<file path="config.mk">
export PLATFORM = sky130hd
export DESIGN_NAME = reg_to_obi_bridge
export DESIGN_NICKNAME = d
export VERILOG_FILES = /design/src/rtl/reg_to_obi_bridge.sv
export SDC_FILE = /design/constraint.sdc
export NUM_CORES = 1
export LEC_CHECK = 0
export BUFFER_PORTS_ARGS = -buffer_cell sky130_fd_sc_hd__buf_4
export CORE_MARGIN = 2
export CORE_UTILIZATION = 30
export CTS_CLUSTER_DIAMETER = 80
export CTS_CLUSTER_SIZE = 10
export DETAILED_ROUTE_END_ITERATION = 10
export SETUP_SLACK_MARGIN = 0.02
export SLEW_MARGIN = 20
export SYNTH_ARGS = -nofsm -noshare
export SYNTH_HDL_FRONTEND = slang
export SYNTH_SLANG_ARGS = --single-unit
</file>
<file path="constraint.sdc">
create_clock -name clk_i -period 2 [get_ports clk_i]
set_input_delay 0.2 -clock clk_i [delete_from_list [all_inputs] [get_ports clk_i]]
set_output_delay 0.2 -clock clk_i [all_outputs]
set_load 0.005 [all_outputs]
</file>
<file path="src/rtl/reg_to_obi_bridge.sv">
// ============================================================================
// Module   : reg_to_obi_bridge
// Purpose  : Register-bus responder that replays each reg access as a single
//            OBI initiator transaction. One transaction outstanding; the
//            request is latched on acceptance and the response is registered.
// Revision : 1.0 - initial release
//
// Optional feature macro : REG_TO_OBI_TIMEOUT_EN
//   Defined   -> WAIT is bounded by TIMEOUT_CYCLES; on expiry an error
//                response carrying ERR_RDATA is returned and the late rvalid
//                is later drained in DRAIN.
//   Undefined -> no counter and no DRAIN state; reg_error_o is always 0.
//
// Ports
//   clk_i, rst_i         clock, synchronous active-high reset
//   reg_valid_i          reg request valid (held until reg_ready_o)
//   reg_write_i          1 = write, 0 = read
//   reg_addr_i [31:0]    byte address
//   reg_wdata_i[31:0]    write data
//   reg_wstrb_i[3:0]     write byte strobes
//   reg_ready_o          one-cycle response pulse
//   reg_rdata_o[31:0]    read data, valid with reg_ready_o
//   reg_error_o          error flag, valid with reg_ready_o
//   obi_req_o/obi_gnt_i  OBI address-phase handshake
//   obi_addr_o[31:0]     word-aligned OBI address
//   obi_we_o, obi_be_o   OBI write enable / byte enables
//   obi_wdata_o[31:0]    OBI write data
//   obi_rvalid_i         OBI response valid
//   obi_rdata_i[31:0]    OBI response data
// ============================================================================
`default_nettype none

module reg_to_obi_bridge #(
    parameter int unsigned TIMEOUT_CYCLES = 256,
    parameter logic [31:0] ERR_RDATA      = 32'hBADCAB1E
) (
    input  logic        clk_i,
    input  logic        rst_i,
    input  logic        reg_valid_i,
    input  logic        reg_write_i,
    input  logic [31:0] reg_addr_i,
    input  logic [31:0] reg_wdata_i,
    input  logic [3:0]  reg_wstrb_i,
    output logic        reg_ready_o,
    output logic [31:0] reg_rdata_o,
    output logic        reg_error_o,
    output logic        obi_req_o,
    input  logic        obi_gnt_i,
    output logic [31:0] obi_addr_o,
    output logic        obi_we_o,
    output logic [3:0]  obi_be_o,
    output logic [31:0] obi_wdata_o,
    input  logic        obi_rvalid_i,
    input  logic [31:0] obi_rdata_i
);

`ifdef REG_TO_OBI_TIMEOUT_EN
    typedef enum logic [2:0] {
        IDLE  = 3'd0,
        REQ   = 3'd1,
        WAIT  = 3'd2,
        RESP  = 3'd3,
        DRAIN = 3'd4
    } state_t;
`else
    typedef enum logic [1:0] {
        IDLE = 2'd0,
        REQ  = 2'd1,
        WAIT = 2'd2,
        RESP = 2'd3
    } state_t;
`endif

    state_t      r_state;
    state_t      w_state_nxt;
    logic        w_accept;     // request latched this cycle
    logic        w_rsp_ok;     // normal OBI response captured this cycle
    logic        w_timeout;    // WAIT expired this cycle

    logic [31:0] r_addr;
    logic        r_we;
    logic [3:0]  r_be;
    logic [31:0] r_wdata;
    logic [31:0] r_rdata;
    logic        r_error;
    logic        w_unused;

`ifdef REG_TO_OBI_TIMEOUT_EN
    localparam int unsigned CNT_W = (TIMEOUT_CYCLES > 2) ? $clog2(TIMEOUT_CYCLES) : 1;
    logic [CNT_W-1:0] r_cnt;
    logic             r_drain_pend;  // a timed-out rvalid is still owed by the slave

    assign w_unused = ^reg_addr_i[1:0];
`else
    assign w_unused = ^{reg_addr_i[1:0], ERR_RDATA, 32'(TIMEOUT_CYCLES)};
`endif

    // Next-state logic
    always_comb begin
        w_state_nxt = r_state;
        w_accept    = 1'b0;
        w_rsp_ok    = 1'b0;
        w_timeout   = 1'b0;
        case (r_state)
            IDLE: begin
                if (reg_valid_i) begin
                    w_accept = 1'b1;
                    // Write with no strobes has nothing to do on OBI.
                    if (reg_write_i && (reg_wstrb_i == 4'h0)) begin
                        w_state_nxt = RESP;
                    end else begin
                        w_state_nxt = REQ;
                    end
                end
            end
            REQ: begin
                if (obi_gnt_i) begin
                    w_state_nxt = WAIT;
                end
            end
            WAIT: begin
                // rvalid in the grant cycle is seen in REQ and thus ignored.
                if (obi_rvalid_i) begin
                    w_rsp_ok    = 1'b1;
                    w_state_nxt = RESP;
                end
`ifdef REG_TO_OBI_TIMEOUT_EN
                else if (r_cnt == CNT_W'(TIMEOUT_CYCLES - 1)) begin
                    w_timeout   = 1'b1;
                    w_state_nxt = RESP;
                end
`endif
            end
            RESP: begin
                w_state_nxt = IDLE;
`ifdef REG_TO_OBI_TIMEOUT_EN
                // A late rvalid landing in RESP already settles the debt.
                if (r_drain_pend && !obi_rvalid_i) begin
                    w_state_nxt = DRAIN;
                end
`endif
            end
`ifdef REG_TO_OBI_TIMEOUT_EN
            DRAIN: begin
                if (obi_rvalid_i) begin
                    w_state_nxt = IDLE;
                end
            end
`endif
            default: w_state_nxt = IDLE;
        endcase
    end

    always_ff @(posedge clk_i) begin
        if (rst_i) begin
            r_state <= IDLE;
            r_addr  <= 32'h0;
            r_we    <= 1'b0;
            r_be    <= 4'h0;
            r_wdata <= 32'h0;
            r_rdata <= 32'h0;
            r_error <= 1'b0;
        end else begin
            r_state <= w_state_nxt;
            if (w_accept) begin
                r_addr  <= {reg_addr_i[31:2], 2'b00};
                r_we    <= reg_write_i;
                r_be    <= reg_write_i ? reg_wstrb_i : 4'hF;
                r_wdata <= reg_wdata_i;
                r_rdata <= 32'h0;
                r_error <= 1'b0;
            end
            if (w_rsp_ok) begin
                r_rdata <= obi_rdata_i;
                r_error <= 1'b0;
            end
            if (w_timeout) begin
                r_rdata <= ERR_RDATA;
                r_error <= 1'b1;
            end
        end
    end

`ifdef REG_TO_OBI_TIMEOUT_EN
    always_ff @(posedge clk_i) begin
        if (rst_i) begin
            r_cnt        <= '0;
            r_drain_pend <= 1'b0;
        end else begin
            if (r_state == REQ) begin
                r_cnt <= '0;
            end else if (r_state == WAIT && !obi_rvalid_i) begin
                r_cnt <= r_cnt + 1'b1;
            end
            if (w_timeout) begin
                r_drain_pend <= 1'b1;
            end else if (r_state == RESP) begin
                r_drain_pend <= 1'b0;
            end
        end
    end
`endif

    assign obi_req_o   = (r_state == REQ);
    assign reg_ready_o = (r_state == RESP);
    assign reg_rdata_o = r_rdata;
    assign reg_error_o = r_error;
    assign obi_addr_o  = r_addr;
    assign obi_we_o    = r_we;
    assign obi_be_o    = r_be;
    assign obi_wdata_o = r_wdata;

endmodule

`default_nettype wire

</file>
==> impl_metrics.toml <==
[global_route]
grt_max_degree = 49
grt_pass1_vias = 3337
antenna_found_initial = 0
grt_pass1_wl_um = 16400
grt_usage_pct = 16.0
overflow = 0

[power_and_ir_drop]
clkPwrFrac_pct = 26.7
p_sw_mw = 1.97
irDropWorstVdd_uv = 644
combPwrFrac_pct = 32.6
p_int_mw = 4.29
leakage_nw = 2.49
p_per_area_mw_per_mm2 = 1130
sw_frac_of_total_pct = 31.4
seqPwrFrac_pct = 40.7

[timing]
setup_tns_ns = 0
finClkSkew_ns = 0.00328
worst_slack_ns = 0.383
fmax_mhz = 618
finalMaxSlewViolations = 0
fin_crit_sh_pct = 80.9
holdWs_ns = 0.0866
hold_viol = 0
post-route-min-period_ns = 1.62
setup_viol_count_final = 0
rsz0062_at_grt = "false"

[clock_tree]
cts.sinks = 101
clkLatencyLatePin_ns = 0.34
cts_inserted_buffers = 9
cts_tree = "done"
cts_setup_buffers = 0
root_buffer = "clkbuf_16"
cts_hold_buffers = 0
clockBufferDepth = 2
cts_resized = 0
cts.clk_slew.worst_paths_ns = 0.06
h-tree-depth = 3

[final_layout]
layout-drive-gt1-share_pct = 37.3
area_growth_pct = 54.6
diodes = 0
utilization_pct = 48.1
layout_commonest_cell = "buf_4"
n_fill_cell = 1144
nets = 728
final_cell_mix = "buf_4 (209), nand2_1 (126), dfxtp_1 (101)"
fin_cells = 765

[worst_setup_path]
worstPathRequired_ns = 2.23
reg2regPathDepth = 6
path_max_fanout = 25
startpoint_type = "flip-flop"
rr_startpoint = "r_state[0]"
reg2reg_to = "reg_rdata_o[12]"
ff2ff_setup_slack_ns = 0.38
path_class = "reg -> reg"
critPathArrivalTime_ns = 1.85
slowest_stage = "dfxtp_1"
max_stage_delay_ns = 0.39
cp_cell_sequence = "inv_1, ha_1, and2_1, buf_12, a22oi_1, nor2_1"
end_kind = "flip-flop"

[synth]
ys_seq_area_share_pct = 56.2
synth_top_area_share_pct = 56.2
synth_area_leaders = "dfxtp_1 (56%), nand2_1 (13%), a21oi_1 (9.0%)"
yosys.area.top_type = "dfxtp_1"
syn-cell-area_mm2 = 0.00360
avgSynthCellArea_um2 = 8.44
synth-seq-cells = 101
syn_inst = 426
ys_warn_count = 0
ys_types = 22

[detailed_routing]
via_count = 3557
antenna_left = 0
drt-pass1-iter-count = 4
viasPerCell = 4.65
drt_iter0_markers = 224
routed_wl_um = 10600
drc_errors = 0
wl_per_cell_um = 13.8

[min_path]
hold_end = "obi_be_o[0]"
hp-class = "in -> reg"
hold_start = "reg_write_i"
hold_depth = 2

[place]
routabilityCongestion = 0.728
dp_slack_ns = 0.405
dp.cells = 749
hpwl_um = 7640
portBuffers = 204

[status]
status = "complete, no violations"

[floorplan]
rows = 39
die_w_um = 114
die_h_um = 114
die-area_mm2 = 0.0129
coreArea_mm2 = 0.0116
io_pins = 210
start_util_pct = 31.1

[run]
drv_cap = 0
-- stage by stage --
stage	area (µm²)	total power [mW]
final	5560	6.26
after global routing	5560	6.68
after CTS	5560	6.38
after detailed placement	5270	4.66
after global placement	5270	4.61
after floorplan	3600	3.64
-- per-layer routing --
layer	global-route usage, %	up-vias	wire length [µm]
met3	6.91	13	1010
met4	6.67	0	172
li1	-	1779	-
met2	27.0	145	5230
met1	17.6	1620	4170
met5	0	-	0
-- power by group through the flow --
stage / Combinational (mW) / Sequential (mW) / Clock, mW
3_3_place_gp: 2.04 / 2.57 / 0
5_1_grt: 2.27 / 2.59 / 1.82
3_5_place_dp: 2.08 / 2.59 / 0
2_1_floorplan: 1.05 / 2.60 / 0
4_1_cts: 2.08 / 2.55 / 1.75
6_report: 2.04 / 2.55 / 1.68
-- cell families after synthesis --
logic type	share of synthesized area [%]
simple gates	19.4
compound gates	17.4
flops	56.2
buf+inv	5.15
fa+ha+maj	1.74
other cells	0.104
-- synthesized netlist by cell type, drive strengths merged --
| cell type | number |
|---|---|
| nand2 | 127 |
| dfxtp | 101 |
| a21oi | 65 |
| nor2 | 38 |
| a22oi | 33 |
| buf | 23 |
| clkbuf | 12 |
| ha | 5 |
| inv | 4 |
| nand2b | 3 |
| a211oi | 2 |
| a311oi | 2 |
| and2 | 2 |
| nor2b | 2 |
| a2111oi | 1 |
| a31oi | 1 |
| and3 | 1 |
| conb | 1 |
| nor3 | 1 |
| nor3b | 1 |
| nor4b | 1 |
-- worst max path at each step --
| stage | from | to | slack (ns) | cells past startpoint |
|---|---|---|---|---|
| floorplan | r_state[0] | reg_rdata_o[10] | 0.59 | 7 |
| global placement | r_state[0] | reg_rdata_o[11] | 0.47 | 6 |
| detailed placement | r_state[0] | reg_rdata_o[12] | 0.41 | 6 |
| CTS | r_state[0] | reg_rdata_o[12] | 0.38 | 6 |
| global route | r_state[0] | reg_rdata_o[4] | 0.23 | 6 |
| finish | r_state[0] | reg_rdata_o[12] | 0.38 | 6 |
-- critical path, delay by kind of cell (launching register included) --
family          cells  cell delay [ns]
flops               1             0.39
buf+inv             2             0.33
simple gates        2             0.33
fa+ha+maj           1             0.26
compound gates      1             0.19
-- state kept, by name, indices dropped and copies added (netlist names) --
signal	cells
obi_wdata_o	32
reg_rdata_o	32
obi_addr_o	30
obi_be_o	4
r_state	2
obi_we_o	1
-- cell type report --
type	count	area, µm²	area share, %
clock buffers	14	274	4.93
clock inverters	2	16.3	0.292
inverters	4	15.0	0.270
multi-input cells	288	1410	25.3
flip-flops and latches	101	2020	36.4
well taps	143	179	3.22
repair buffers	213	1650	29.7
(Power assumes the default switching activity.)
